File: src/rtl/stopwatch_ctrl.sv
// Stopwatch button front-end: two debounced buttons drive a small FSM that emits count/clear controls.
// Define STOPWATCH_CTRL_SYNC_EN to put a 2-flop synchroniser in front of each debouncer (needed for real pins).

module stopwatch_ctrl_btn #(
  parameter int DEBOUNCE_CYCLES = 4,
  parameter int CNT_W           = $clog2(DEBOUNCE_CYCLES)
) (
  input  logic clk_i,
  input  logic reset_ni,
  input  logic btn_i,
  output logic press_o
);

  logic s;

`ifdef STOPWATCH_CTRL_SYNC_EN
  logic [1:0] sync_q;
  logic [1:0] sync_d;

  always_comb begin
    sync_d = {sync_q[0], btn_i};
  end

  always_ff @(posedge clk_i or negedge reset_ni) begin
    if (!reset_ni) begin
      sync_q <= '0;
    end else begin
      sync_q <= sync_d;
    end
  end

  assign s = sync_q[1];
`else
  assign s = btn_i;
`endif

  logic             db_q;
  logic             db_d;
  logic             db_dly_q;
  logic [CNT_W-1:0] cnt_q;
  logic [CNT_W-1:0] cnt_d;

  // Any sample that agrees with the accepted level restarts the stability count.
  always_comb begin
    db_d  = db_q;
    cnt_d = cnt_q;
    if (s == db_q) begin
      cnt_d = '0;
    end else if (cnt_q == CNT_W'(DEBOUNCE_CYCLES - 1)) begin
      db_d  = s;
      cnt_d = '0;
    end else begin
      cnt_d = cnt_q + CNT_W'(1);
    end
  end

  always_ff @(posedge clk_i or negedge reset_ni) begin
    if (!reset_ni) begin
      db_q     <= 1'b0;
      db_dly_q <= 1'b0;
      cnt_q    <= '0;
    end else begin
      db_q     <= db_d;
      db_dly_q <= db_q;
      cnt_q    <= cnt_d;
    end
  end

  assign press_o = db_q & ~db_dly_q;

endmodule

module stopwatch_ctrl #(
  parameter int DEBOUNCE_CYCLES = 4,
  parameter int CNT_W           = $clog2(DEBOUNCE_CYCLES)
) (
  input  logic clk_i,
  input  logic reset_ni,
  input  logic start_btn_i,
  input  logic clear_btn_i,
  output logic count_o,
  output logic clear_o,
  output logic busy_o
);

  typedef enum logic [1:0] {
    IDLE     = 2'd0,
    RUN      = 2'd1,
    CLR_ARM  = 2'd2,
    CLR_FIRE = 2'd3
  } state_t;

  logic [1:0] btn_raw;
  logic [1:0] press;

  assign btn_raw = {clear_btn_i, start_btn_i};

  // Bit 0 is Start/Stop, bit 1 is Clear.
  for (genvar gi = 0; gi < 2; gi++) begin : g_btn
    stopwatch_ctrl_btn #(
      .DEBOUNCE_CYCLES(DEBOUNCE_CYCLES),
      .CNT_W          (CNT_W)
    ) u_btn (
      .clk_i   (clk_i),
      .reset_ni(reset_ni),
      .btn_i   (btn_raw[gi]),
      .press_o (press[gi])
    );
  end

  state_t state_q;
  state_t state_d;
  logic   count_q;
  logic   count_d;
  logic   clear_q;
  logic   clear_d;
  logic   busy_q;
  logic   busy_d;

  // Clear has priority over start; presses during a clear sequence are dropped.
  always_comb begin
    state_d = state_q;
    count_d = 1'b0;
    clear_d = 1'b0;
    busy_d  = 1'b0;
    unique case (state_q)
      IDLE: begin
        if (press[1]) begin
          state_d = CLR_ARM;
        end else if (press[0]) begin
          state_d = RUN;
        end
      end
      RUN: begin
        if (press[1]) begin
          state_d = CLR_FIRE;
        end else if (press[0]) begin
          state_d = IDLE;
        end
      end
      CLR_ARM:  state_d = CLR_FIRE;
      CLR_FIRE: state_d = IDLE;
      default:  state_d = IDLE;
    endcase

    // Decoding from the next state makes the registered outputs track the transition edge.
    count_d = (state_d == RUN) || (state_d == CLR_ARM);
    clear_d = (state_d == CLR_FIRE);
    busy_d  = (state_d == CLR_ARM) || (state_d == CLR_FIRE);
  end

  always_ff @(posedge clk_i or negedge reset_ni) begin
    if (!reset_ni) begin
      state_q <= IDLE;
      count_q <= 1'b0;
      clear_q <= 1'b0;
      busy_q  <= 1'b0;
    end else begin
      state_q <= state_d;
      count_q <= count_d;
      clear_q <= clear_d;
      busy_q  <= busy_d;
    end
  end

  assign count_o = count_q;
  assign clear_o = clear_q;
  assign busy_o  = busy_q;

endmodule

File: config.mk
export PLATFORM = sky130hd
export DESIGN_NAME = stopwatch_ctrl
export DESIGN_NICKNAME = d
export VERILOG_FILES = /design/src/rtl/stopwatch_ctrl.sv
export SDC_FILE = /design/constraint.sdc
export NUM_CORES = 1
export LEC_CHECK = 0
export BUFFER_PORTS_ARGS = -buffer_cell sky130_fd_sc_hd__buf_2
export CORE_AREA = 2 2 39 41
export DETAILED_ROUTE_END_ITERATION = 16
export DIE_AREA = 0 0 41 43
export GPL_TIMING_DRIVEN = 0
export PLACE_DENSITY = 0.57
export SKIP_LAST_GASP = 1
export SYNTH_ARGS = -nofsm -noshare
export SYNTH_HDL_FRONTEND = slang
export SYNTH_SLANG_ARGS = --single-unit
File: constraint.sdc
create_clock -name clk_i -period 1.2 [get_ports clk_i]
set_input_delay 0.18 -clock clk_i [delete_from_list [all_inputs] [get_ports clk_i]]
set_output_delay 0.18 -clock clk_i [all_outputs]
set_load 0.005 [all_outputs]
### After elaboration in Yosys (flattened, before gate mapping)

Index checks and enable logic that the tools add are counted.

| word-level totals | value |
|---|---|
| register bits after elaboration | 13 |
| input port bits | 4 |

| cells by class | value |
|---|---|
| bitwise logic cells | 6 |
| reduce and logical (&&, ||, !) cells | 5 |
| add/subtract/negate cells | 2 |
| equal/unequal tests | 10 |
| multiplexer cells | 9 |

Operators by type and width:

| operator | count |
|---|---|
| $mux W2 | 8 |
| $eq A2 B2 Y1 const B | 6 |
| $pmux W2 S4 | 1 |
| $add A2 B1 Y2 const B | 2 |
| $eq A2 B1 Y1 const B | 2 |
| $not A1 Y1 | 4 |
| $reduce_and A2 Y1 | 2 |
| $and A1 B1 Y1 | 2 |
| $eq A1 B1 Y1 | 2 |
| $logic_not A2 Y1 | 1 |
| $logic_or A1 B1 Y1 | 2 |

### Depth between registers and ports, before layout

Gate-level depths: netlist (run 1).

| logic depth | value |
|---|---|
| depth in word-level cells | 7 |
| gate-level depth with buffers | 5 |

### Cells and area by module

Synthesis (run 1) repeated with hierarchy kept, for this count alone.

| second synthesis, totals | value |
|---|---|
| cell total of the unflattened synthesis | 36 |
| area, all modules | 513.0 sq um |

Modules (own cells, without submodules):

| module | area each (sq um) | cells each | instances | seq. area each (sq um) |
|---|---|---|---|---|
| stopwatch_ctrl_btn | 155.1 | 10 | 2 | 100.1 |
| stopwatch_ctrl | 202.7 | 16 | 1 | 125.1 |

### Worst setup path before layout (run 1)

Ideal clock, no wire load.

| timing path | value |
|---|---|
| path kind | register -> register |
| start point | reg g_btn[1].u_btn.db_dly_q |
| end point | reg busy_q, in the netlist busy_o |
| cell stages (with the launch flop) | 6 |
| clock period less this slack | 1.255 ns |
| library setup time | 0.127 ns |
| path slack | -0.055 ns |
| arrival | 1.128 ns |
| path through | dfrtp_1 nand2b_2 a31oi_2 xor2_1 ha_1 nand3b_1 |

| on the way | value |
|---|---|
| longest elaborated chain between the ends | 6 |

RTL lines:

| what | RTL line | source |
|---|---|---|
| from (decl) | 39 | `logic db_dly_q;` |
| from (signal assigned) | 64 | `db_dly_q <= db_q;` |
| $not A1 Y1 * | 69 | `assign press_o = db_q & ~db_dly_q;` |
| $and A1 B1 Y1 * | 69 |  |
| $mux W2, on equally long branches | 135, 128 |  |
| $pmux W2 S4 * | 126 | `unique case (state_q)` |
| $eq A2 B2 Y1 | 149 | `busy_d = (state_d == CLR_ARM) \|\| (state_d == CLR_FIRE);` |
| $logic_or A1 B1 Y1 * | 149 |  |
| net busy_d | 118 | `logic busy_d;` |
| to (signal assigned) | 162 | `busy_q <= busy_d;` |
| to (decl) | 117 | `logic busy_q;` |

The timed path passes the listed nets; every way through them passes the cells marked *.
A chain may end at the register's enable or synchronous reset.

### Worst setup path in the final report (run 1)

Ends and elaborated chain as after synthesis.

==> results list, run 1 <==
* Crit-path leading delay family: flip-flops
- In the final layout, the share of cells above drive strength 1 is 0.373.
- The initial utilization of the core area, before any placement, comes to 0.363.
- Headroom to the max-slew limit came out at 0.809.
* Leading cell type in the layout, fill and taps excluded: dfrtp_1
- Total via count in the routed design: 309
* Kind of critical path: reg2reg
- Setup repair after global routing could not meet its margin everywhere.
- For this design, the sink count on the clock tree is 13.
- Entering global routing, the biggest net connects 14 pins.
- Setup TNS: -0.0690 ns
- Synthesis-to-layout area growth: 27.6%
* Remaining antenna violation count: 0
- Max-cap violations in this run came to 0.
- Counting the fill cells in the layout gives between 100 and 150.
- Total number of nets in the final design: a little under 60
- Wire length of the first global-routing pass: about 1.4 mm
* Multi-input combinational cell area: ~180 sq um
- Of the synthesized area, sequential elements account for 0.647.
- TritonCTS built the clock tree.
- Sequential Area: 327 sq um
- Result of the run: finished, violations left
- Leading cell types in the layout, fill and taps excluded: dfrtp_1 (12), buf_2 (6), buf_4 (5)
- Using the TritonRoute via totals, the vias-per-cell ratio works out to 4.61.
* Average wire length per cell after detail routing: 12.1 microns
* Yosys Warn Count: 0
- Port buffering added 6 buffers.
- With fillers left out, the area of the finished cells amounts to 642 sq um.
- Period utilization: 1.04
* Clock input transition at the sequential cells of the worst setup and hold paths: 0.07 ns
- CTS built an H-tree with a depth of 1.
- Worst-path cell chain: nand2b_4, a31oi_4, xor2_1, ha_1, nand3b_1
- Dividing total power by cell area gives a power density of between 2000 and 3000 mW/mm^2.
* P_leak: 0.317 nW
* CP Capture Type: register
- Path type of the worst min-delay path: in2reg
* I/O pin cnt: 7
- Of all nets on the critical path, the largest fanout is 3.
- Number of buffers between clock root and the deepest sink: 2
- Count of inserted antenna diode cells: 0
- The die is around 43 microns tall.
- The smallest clock period supported by the final layout is computed as 1.25 ns.
* Width of the chip: between 40 and 50 microns
- STA puts the critical path data arrival time at 1.40 ns.
- Num rows: 14
- In the post-route analysis, the smallest setup slack over all paths is -0.0502 ns.
- Cell count after synthesis: 35
- The worst-case IR drop observed on VDD is 936 uV.
* Number of global-route vias before repair: about 310
* Inserted Clock Buffers: 3
* Placed inst area: 567 sq um
- The number of antenna violations at the first check in global routing is 0.
* Wirelength, routed: 813 microns
- Synthesized net count: 42
- Summed over all nets, the half-perimeter wirelength after detailed placement is about 600 microns.
* Achievable Freq: 800 MHz
* Post-Synthesis Cell Area: 503 sq um
* Worst clock skew: 0.00110 ns
- Library cell contributing the largest single delay on the critical path: dfrtp_1
* Area inside the core boundary: 0.00138 sq mm
- Type of origin of the critical path: register
- The later pin in the worst-skew pair is clocked with a latency of 0.26 ns.
- Summed over all layers, the global routing overflow is 0.
- At the end of routability-driven placement, the weighted congestion stood at between 0.6 and 0.7.
* CTS root buffer: clkbuf_4
- Slack of the worst reg-to-reg path: -0.05 ns
* Sum of buffers and inverters on the critical path: 0
* Number of max-slew violations in the final report: 0
- Violated checks: setup timing
- For the worst setup path, the data required time is approximately 1.4 ns.
* Remaining routing DRC violations: 0
- Transition time at the pin with the least slew margin: between 0.2 and 0.3 ns
- Mean instance size in the synthesized netlist: 14.4 sq um
- Number of hold-slack violations in the final timing report: 0
- The synthesized netlist contains 15 unique library cells.
- In this run, the number of DRC markers left after iteration 0 of detailed routing was 2.
- Setup violations remaining at the end of the flow were counted as 2.
* Initial DRT Pass Iterations: 4
* Count of state elements after synthesis: 13
- DIE AREA: 0.00176 sq mm
- On the worst path, the slowest cell contributes a delay of approximately 0.37 ns.
- Overall Global Routing Usage: 0.124
-- per-layer routing --
| metal | vias to the layer above | share of wire | track usage |
|---|---|---|---|
| met5 | - | 0 | 0 |
| met4 | 0 | 0 | 0.0600 |
| met3 | 0 | 0.052 | 0.0471 |
| met2 | 6 | 0.56 | 0.184 |
| met1 | 154 | 0.39 | 0.151 |
| li1 | 149 | - | - |
-- registers in the layout (all words and copies together) (netlist names) --
signal	cells
busy_o	1
count_o	1
state_q	2
g_btn.u_btn.db_dly_q	2
clear_o	1
g_btn.u_btn.db_q	2
g_btn.u_btn.cnt_q	4
-- power by group --
group	switching [mW]	total (mW)	internal [mW]
clock	0.129	0.258	0.128
sequential	0.130	0.780	0.650
combinational	0.297	0.722	0.425
-- layout make-up --
type | count | share of cell area
clock buffer | 4 | 0.0409
inverter | 2 | 0.0117
multi-input combinational | 20 | 0.287
tap | 16 | 0.0312
sequential | 13 | 0.509
timing repair buffer | 12 | 0.121
-- metrics by stage --
step           hold slack [ns]  instances  total power [mW]  setup slack (ns)  utilization
2_1_floorplan           -0.116         35              1.20            0.0290            -
3_3_place_gp            0.0649         57              1.30           -0.0181        0.410
3_5_place_dp            0.0800         57              1.38           -0.0827        0.410
4_1_cts                  0.169         64              1.71           -0.0751        0.448
5_1_grt                  0.176         67              1.94            -0.125        0.464
6_report                 0.175         67              1.76           -0.0502        0.464
-- cells by family (layout without fill, tap and decap cells) --
family / after synthesis / in the layout / synth area share
AOI/OAI and AO/OA: 2 / 2 / 0.0348
and+or+nand+nor: 9 / 9 / 0.114
xor gates and xnor gates: 4 / 4 / 0.0697
adders and majority gates: 3 / 3 / 0.0746
DFF: 13 / 13 / 0.647
buffers and inverters: 2 / 18 / 0.0149
muxes: 2 / 2 / 0.0448
-- Yosys cell counts --
library cell  count  share of area
a31oi_2           1          0.025
dfrtp_1          13           0.65
ha_1              3          0.075
inv_1             2          0.015
mux2_2            2          0.045
nand2_1           1         0.0075
nand2b_1          1          0.012
nand2b_2          1          0.017
nand3b_1          1          0.015
nor2b_1           2          0.025
nor3_1            2          0.020
o21ai_0           1         0.0099
or3b_1            1          0.017
xnor2_1           3          0.052
xor2_1            1          0.017
-- worst reg2reg max path, delay by kind of cell, from the launching register on --
kind	cells	cell delay, ns
adders and majority gates	1	0.19
AOI/OAI and AO/OA	1	0.17
DFF	1	0.37
xor gates and xnor gates	1	0.10
and+or+nand+nor	2	0.30
-- final timing paths --
path                                               from                 endpoint  depth (start not counted)
min in group asynchronous                      reset_ni               state_q[0]                          2
worst min-delay path                        start_btn_i      g_btn[0].u_btn.db_q                          2
worst max-delay path            g_btn[1].u_btn.db_dly_q                   busy_o                          5
worst max register to register  g_btn[1].u_btn.db_dly_q                   busy_o                          5
worst min register to register  g_btn[0].u_btn.cnt_q[0]  g_btn[0].u_btn.cnt_q[0]                          1
max in group asynchronous                      reset_ni      g_btn[1].u_btn.db_q                          2
-- what timing repair did --
| item | in CTS | in global routing |
|---|---|---|
| hold buffers | 1 | 0 |
| pin swaps | 1 | 2 |
| endpoints found under the hold margin | 13 | 0 |
| cloned | 0 | 0 |
| resized for setup | 1 | 1 |
| setup buffers | 2 | 3 |
| endpoints found under the setup margin | 2 | 2 |
No activity file was read; power rests on OpenSTA's default activity.
==> inputs of run 2 (changes only) <==
--- a/config.mk
+++ b/config.mk
@@ -5,12 +5,12 @@
 export SDC_FILE = /design/constraint.sdc
 export NUM_CORES = 1
 export LEC_CHECK = 0
-export BUFFER_PORTS_ARGS = -buffer_cell sky130_fd_sc_hd__buf_2
 export CORE_AREA = 2 2 39 41
 export DETAILED_ROUTE_END_ITERATION = 16
 export DIE_AREA = 0 0 41 43
-export GPL_TIMING_DRIVEN = 0
-export PLACE_DENSITY = 0.57
+export DONT_BUFFER_PORTS = 1
+export GPL_TIMING_DRIVEN = 1
+export PLACE_DENSITY = 0.52
 export SKIP_LAST_GASP = 1
 export SYNTH_ARGS = -nofsm -noshare
 export SYNTH_HDL_FRONTEND = slang
==> run 2 against run 1 <==
Net effect:
- the run still ends with setup timing left
- critical path type unchanged
- clock-buffer cell count is the same
- largest cell class unchanged
- design area is 7.2% lower
- non-clock buffer count decreased by 8
- power decreased by 7.7%
- global-route usage down 1.9 points
- clock skew grew 0.00072 ns
- final cell count is 12% lower
- combinational power is 19% lower
- wire length is 16% lower
- fmax grew 1.8%
- utilization is 3.3 points lower
- first-iteration DRC count decreased by 50%
==> results list, run 2 (same netlist as run 1, synthesis figures left out) <==
- Initial DRT Pass Iterations: 2 (-2)
- The die outline area came to 0.00176 sq mm (unchanged).
* Wirelength, routed: 683 microns (-16%)
* Maximum fanout count along the critical path: 3 (unchanged)
- The number of sinks handled by clock tree synthesis came to 13 (unchanged).
* Average wire length per cell after detail routing: 11.6 microns (-4.6%)
* Leading cell type in the layout, fill and taps excluded: dfrtp_1
* Die height: 43 microns (unchanged)
- The final-report max-slew violation count was 0 (unchanged).
- The fraction of the cycle the final worst path needs was 1.02 (-0.0182).
- The post-route total power was 1.62 mW (-7.7%).
- STA classifies the critical path endpoint as a register.
- The via count was 285 (-7.8%).
* Largest net degree at the start of global routing: 14 (unchanged)
- The worst ir drop on vdd came to 920 uV (-1.7%).
* Initial Util: 0.363 (unchanged)
- The chip width was 41 microns (unchanged).
* Synthesis-to-layout area growth: 18.4%
- The clock insertion delay at the later pin of the skew report came to 0.27 ns (about the same).
* CTS tree: built
* Max FFs per register: 4 (unchanged)
- The post-CTS clock slew at the launch and capture registers of the worst setup and hold paths came to 0.08 ns (about the same).
* Part of the power in registers: 0.480 (+0.037)
- Hold WS: 0.0570 ns (-0.118 ns)
- The min-delay analysis places its worst path in the category in2reg.
* Worst clock skew: 0.00182 ns (+0.000718 ns)
- The flow ran to the end, but the final reports show violations.
* Drt first-iter violations: 1 (-1)
- The floorplan core area was 0.00138 sq mm (unchanged).
* Achievable Freq: 814 MHz (+1.8%)
- The remaining max-slew budget at the tightest pin is 0.623 (-0.186).
- Setup repair after global routing could not meet its margin everywhere.
* Total number of nets in the final design: 51 (-14%)
* Wire length of the first global-routing pass: 1.17 mm (-15%)
- Inserted Clock Buffers: 3 (unchanged)
- Type of origin of the critical path: register
- # H-tree levels: 1 (unchanged)
- Final Critical Period: 1.23 ns (-0.0219 ns)
- The data arrival time of the critical path came to 1.38 ns (-0.02 ns).
- The worst-case register-to-register setup slack came to -0.03 ns (+0.02 ns).
- In the layout the commonest cells are dfrtp_1 (13), xnor2_1 (3), ha_1 (3), clkbuf_4 (3), buf_4 (3).
* Fin worst setup slack: -0.0283 ns (+0.0219 ns)
- The residual antenna-violating net count after detailed routing is 0 (unchanged).
- Number of antenna violations at the first check in global routing: 0 (unchanged)
* P_leak: 0.283 nW (-11%)
- The placer's final routability congestion estimate is 0.628 (-4.9%).
* Detailed-route vias per instance: 4.83 (+4.7%)
* Switching pwr: 0.508 mW (-8.5%)
- Overflow left after global routing: 0 (unchanged)
- The tree is rooted in a clkbuf_4.
- Transition time at the pin with the least slew margin: 0.563 ns (+0.277 ns)
* Number of buffer cells added on primary ports: 0 (-6)
- Power per Cell Area: 2730 mW/mm^2 (-0.58%)
- Number of global-route vias before repair: 320 (+4.6%)
- The number of cell rows was 14 (unchanged).
- Number of standard cells in the final layout excluding fillers: 59 (-12%)
- The total global routing track utilization is 0.105 (-0.0188).
- MaxCap Viol Count: 0 (unchanged)
- Total internal power: 1.11 mW (-7.4%)
- Dpl cells: 54 (-5.3%)
* Part of the total power dissipated in combinational logic: 0.359 (-0.051)
- The hold violation total from the final report was 0 (unchanged).
- Register name with the most flops: g_btn.u_btn.cnt_q
- Final setup violation count: 2 (unchanged)
- Clk network pwr share: 0.161 (+0.015)
- The switching share of power came to 0.313 (-0.00266).
* Violated checks: setup timing
* I/O pin cnt: 7 (unchanged)
* Remaining routing DRC violations: 0 (unchanged)
- The number of buffers added for setup after CTS is 0 (-2).
- Setup TNS: -0.0324 ns (+0.0366 ns)
- The worst setup path is of the reg2reg kind.
- The worst path required time came to 1.35 ns (about the same).
- Post-CTS Resized: 0 (-1)
* Share of layout cells above drive strength 1: 0.233 (-0.140)
* Number of buffers between clock root and the deepest sink: 2 (unchanged)
* Count of inserted antenna diode cells: 0 (unchanged)
run 2: cell types whose count changed in the layout (fill, tap and decap cells not counted), sizes merged:
cell	change
buf	-8
run 2: power by group through the flow:
stage	Clock, mW	Sequential [mW]	Combinational, mW
global route	0.300	0.805	0.673
floorplan	0	0.778	0.420
detailed placement	0	0.795	0.583
finish	0.261	0.779	0.583
global placement	0	0.782	0.553
CTS	0.277	0.785	0.600
run 2: final timing paths:
check                                          end  cells after the start                     from
setup / recovery                            busy_o                      5  g_btn[1].u_btn.db_dly_q
hold / removal                 g_btn[1].u_btn.db_q                      1              clear_btn_i
setup reg to reg                            busy_o                      5  g_btn[1].u_btn.db_dly_q
hold reg to reg            g_btn[0].u_btn.cnt_q[0]                      1  g_btn[0].u_btn.cnt_q[0]
max in group asynchronous  g_btn[1].u_btn.db_dly_q                      1                 reset_ni
min in group asynchronous                   busy_o                      1                 reset_ni
run 2: worst max-delay path, cell delays in order (launching register included):
cell and delay [ns]:
dfrtp_1 0.37, nand2b_4 0.15, a31oi_4 0.16, xor2_1 0.09, ha_1 0.18, nand3b_1 0.16
run 2: metal layers:
layer | routed length, microns | global-route usage | share of wire
met5 | 0 | 0 | 0
met4 | 0 | 0.100 | 0
met3 | 31 | 0.0314 | 0.045
met2 | 380 | 0.159 | 0.56
met1 | 272 | 0.105 | 0.40
run 2: per-stage QoR:
step	worst slack (ns)	utilization	area, sq um
floorplan	0.0290	-	517
global placement	0.0249	0.404	559
detailed placement	-0.0352	0.404	559
CTS	-0.0480	0.430	596
global route	-0.0858	0.430	596
finish	-0.0283	0.430	596
run 2: area by class of cell:
type,instances,area (sq um)
Clock buffer,4,26.3
Inverter,2,7.51
Timing Repair Buffer,4,32.5
Multi-Input combinational cell,20,184
Sequential cell,13,325
Tap cell,16,20.0
Fill cell,139,788
run 2: timing repair:
| action | CTS | global route |
|---|---|---|
| pin swaps | 0 | 1 |
| hold buffers | 1 | 0 |
| endpoints found under the setup margin | 2 | 2 |
| endpoints found under the hold margin | 13 | 0 |
| cloned | 0 | 0 |
==> inputs of run 3 (changes only) <==
--- a/config.mk
+++ b/config.mk
@@ -10,7 +10,7 @@
 export DIE_AREA = 0 0 41 43
 export DONT_BUFFER_PORTS = 1
 export GPL_TIMING_DRIVEN = 1
-export PLACE_DENSITY = 0.52
+export PLACE_DENSITY = 0.5
 export SKIP_LAST_GASP = 1
 export SYNTH_ARGS = -nofsm -noshare
 export SYNTH_HDL_FRONTEND = slang
==> constraint.sdc (replaced) <==
create_clock -name clk_i -period 1.46 [get_ports clk_i]
set_input_delay 0.219 -clock clk_i [delete_from_list [all_inputs] [get_ports clk_i]]
set_output_delay 0.219 -clock clk_i [all_outputs]
set_load 0.005 [all_outputs]
==> run 3 against run 2 <==
Net effect:
- non-clock buffer count fell by 3
- setup slack improved by 0.17 ns
- via count fell by 5.6%
- critical path depth unchanged
- sequential cell count stayed put
- the flow now finishes without violations
- register-to-register slack better by 0.17 ns
- fmax is 7.1% lower
- largest power group unchanged
- final cell count is 5.1% lower
- global-route usage increased by 1.0 points
==> results list, run 3 (same netlist as run 1, synthesis figures left out) <==
* Result of the run: finished clean
* Total number of nets in the final design: 48 (-5.9%)
- MaxCap Viol Count: 0 (unchanged)
* Power per Cell Area: 2240 mW/mm^2 (-18%)
- Kind of critical path: reg2reg
- The worst clock skew on the final layout was 0.00214 ns (+0.000325 ns).
- Ranked by flip-flop count, first place goes to g_btn.u_btn.cnt_q.
- The number of placed I/O pins is 7 (unchanged).
* DIE AREA: 0.00176 sq mm (unchanged)
- The number of buffers added for setup after CTS came to 0 (unchanged).
- Number of buffer cells added on primary ports: 0 (unchanged)
- Inserted Clock Buffers: 3 (unchanged)
* Sequential Area: 325 sq um (unchanged)
- The worst setup path is captured at a register.
* Leading cell types in the layout, fill and taps excluded: dfrtp_1 (13), xnor2_1 (3), ha_1 (3), clkbuf_4 (3)
* Wire length of the first global-routing pass: 1.30 mm (+11%)
* Uppermost layer routed: met3
- The post-route total power was 1.27 mW (-22%).
- Overall Global Routing Usage: 0.115 (+0.0102)
- Library cell contributing the largest single delay on the critical path: dfrtp_1
- Worst Path Required: 1.67 ns (+0.32 ns)
- The number of antenna violations at the first check in global routing is 0 (unchanged).
* Initial DRT Pass Iterations: 1 (-1)
- From synthesis to final layout, the design area changed by 12.9%.
* Routed length on met1: 270 microns (-0.74%)
* HPWL after DPL: 594 microns
* Worst IR Drop VDD: 709 uV (-23%)
- The end-of-flow core utilization is 0.410 (-0.0199).
- Hold WS: 0.104 ns (+0.0474 ns)
- The number of sinks handled by clock tree synthesis was 13 (unchanged).
- Overflow left after global routing: 0 (unchanged)
- The routed length per placed instance came to 13.3 microns (+14%).
* Num rows: 14 (unchanged)
- Type of origin of the critical path: register
- Width of the chip: 41 microns (unchanged)
* Max transition margin: 0.620 (-0.00325)
- The root buffer cell chosen for the clock tree is clkbuf_4.
- Leading cell type in the layout, fill and taps excluded: dfrtp_1
* P_leak: 0.264 nW (-6.8%)
* Transition time at the pin with the least slew margin: 0.568 ns (+0.00486 ns)
- Number of buffers between clock root and the deepest sink: 2 (unchanged)
- The highest clock rate is 756 MHz (-7.1%).
- Number of hold-slack violations in the final timing report: 0 (unchanged)
* Remaining routing DRC violations: 0 (unchanged)
- The met2 layer wire length in the routed design was 433 microns (+14%).
* Routability-driven placement congestion ratio: 0.645 (+2.6%)
* Final setup violation count: 0 (-2)
- Number of max-slew violations in the final report: 0 (unchanged)
* Count of inserted antenna diode cells: 0 (unchanged)
- Maximum fanout count along the critical path: 3 (unchanged)
- The total length of routed met3 wires was 37 microns (+19%).
- The mean number of vias per cell is 4.80 (-0.56%).
- Die height: 43 microns (unchanged)
* CTS tree: built
- The share of cells above drive strength 1 is 0.175 (-0.0576).
- Period utilization: 0.906 (-0.118)
- Multi-input combinational cell area: 179 sq um (-2.7%)
- The via count came to 269 (-5.6%).
* Setup repair after global routing missed its margin: no
* # H-tree levels: 1 (unchanged)
- Path type of the worst min-delay path: in2reg
- The via count of the first global-routing pass is 318 (-0.63%).
- The sum of negative setup slack came to 0 ns (+0.0324 ns).
- Wirelength, routed: 742 microns (+8.6%)
- The violation count after the first detailed-routing iteration is 0 (-1).
* Remaining antenna violation count: 0 (unchanged)
- The maximum single-stage delay on the critical path is 0.35 ns (-0.02 ns).
- Critical Path AT: 1.53 ns (+0.15 ns)
- The clock insertion delay at the later pin of the skew report is 0.27 ns (about the same).
- Number of fill cells in the layout: 130 (-6.5%)
- The pin count of the biggest net entering global routing is 14 (unchanged).
- The initial standard-cell utilization of the core was 0.363 (unchanged).
- The floorplan core area was 0.00138 sq mm (unchanged).
- Walking the worst path, the cells encountered are nand2b_2, a31oi_4, xor2_1, ha_1, inv_1.
- Clock input transition at the sequential cells of the worst setup and hold paths: 0.07 ns (about the same)
- Final Critical Period: 1.32 ns (+0.0938 ns)
- The flip-flop count of the largest register, all copies and words added came to 4 (unchanged).
==> run 3: cell types whose count changed in the layout (fill, tap and decap cells not counted), sizes merged <==
cell / change
buf: -3
==> run 3: timing repair <==
item                                    in CTS  in global routing
endpoints found under the hold margin       13                  0
gates resized for setup                      0                  1
endpoints found under the setup margin       0                  2
hold buffers                                 1                  0
==> run 3: per-stage QoR <==
stage / setup WS [ns] / cells / instance area (sq um)
6_report: 0.138 / 56 / 568
5_1_grt: 0.0252 / 56 / 568
4_1_cts: 0.0787 / 56 / 559
3_5_place_dp: 0.104 / 51 / 523
3_3_place_gp: 0.160 / 51 / 523
2_1_floorplan: 0.205 / 35 / 503
==> run 3: area by class of cell <==
cell class,count,share of cell area
sequential,13,0.573
inverter,2,0.0132
tap,16,0.0352
multi-input combinational,20,0.315
clock buffer,4,0.0463
timing repair buffer,1,0.0176
==> run 3: power by group <==
part	total [mW]	internal (mW)	leakage [nW]	switching, mW
clock network	0.211	0.106	0.0150	0.105
logic	0.403	0.215	0.0880	0.188
registers	0.658	0.532	0.161	0.126
==> run 3: worst max-delay path, delay by kind of cell (launching register included) <==
kind	cells	cell delay, ns
flip-flops	1	0.35
adder cells (fa/ha/maj)	1	0.25
AO/OA/AOI/OAI	1	0.21
AND/OR/NAND/NOR	1	0.20
XOR/XNOR	1	0.19
buffers and inverters	1	0.06
==> run 3: worst paths after layout <==
check	start	end	slack (ns)	cells past startpoint
worst max register to register	g_btn[1].u_btn.db_dly_q	count_o	0.14	5
worst max-delay path	g_btn[1].u_btn.db_dly_q	count_o	0.14	5
worst min register to register	g_btn[0].u_btn.cnt_q[0]	g_btn[0].u_btn.cnt_q[0]	0.45	1
worst min-delay path	clear_btn_i	g_btn[1].u_btn.db_q	0.10	1
max in group asynchronous	reset_ni	g_btn[0].u_btn.db_q	0.71	1
min in group asynchronous	reset_ni	clear_o	0.38	1
==> run 3: layer usage <==
metal	GRT usage	vias to the layer above
li1	-	124
met1	0.116	140
met2	0.191	5
met3	0.0314	0
met4	0.0800	0
met5	0	-
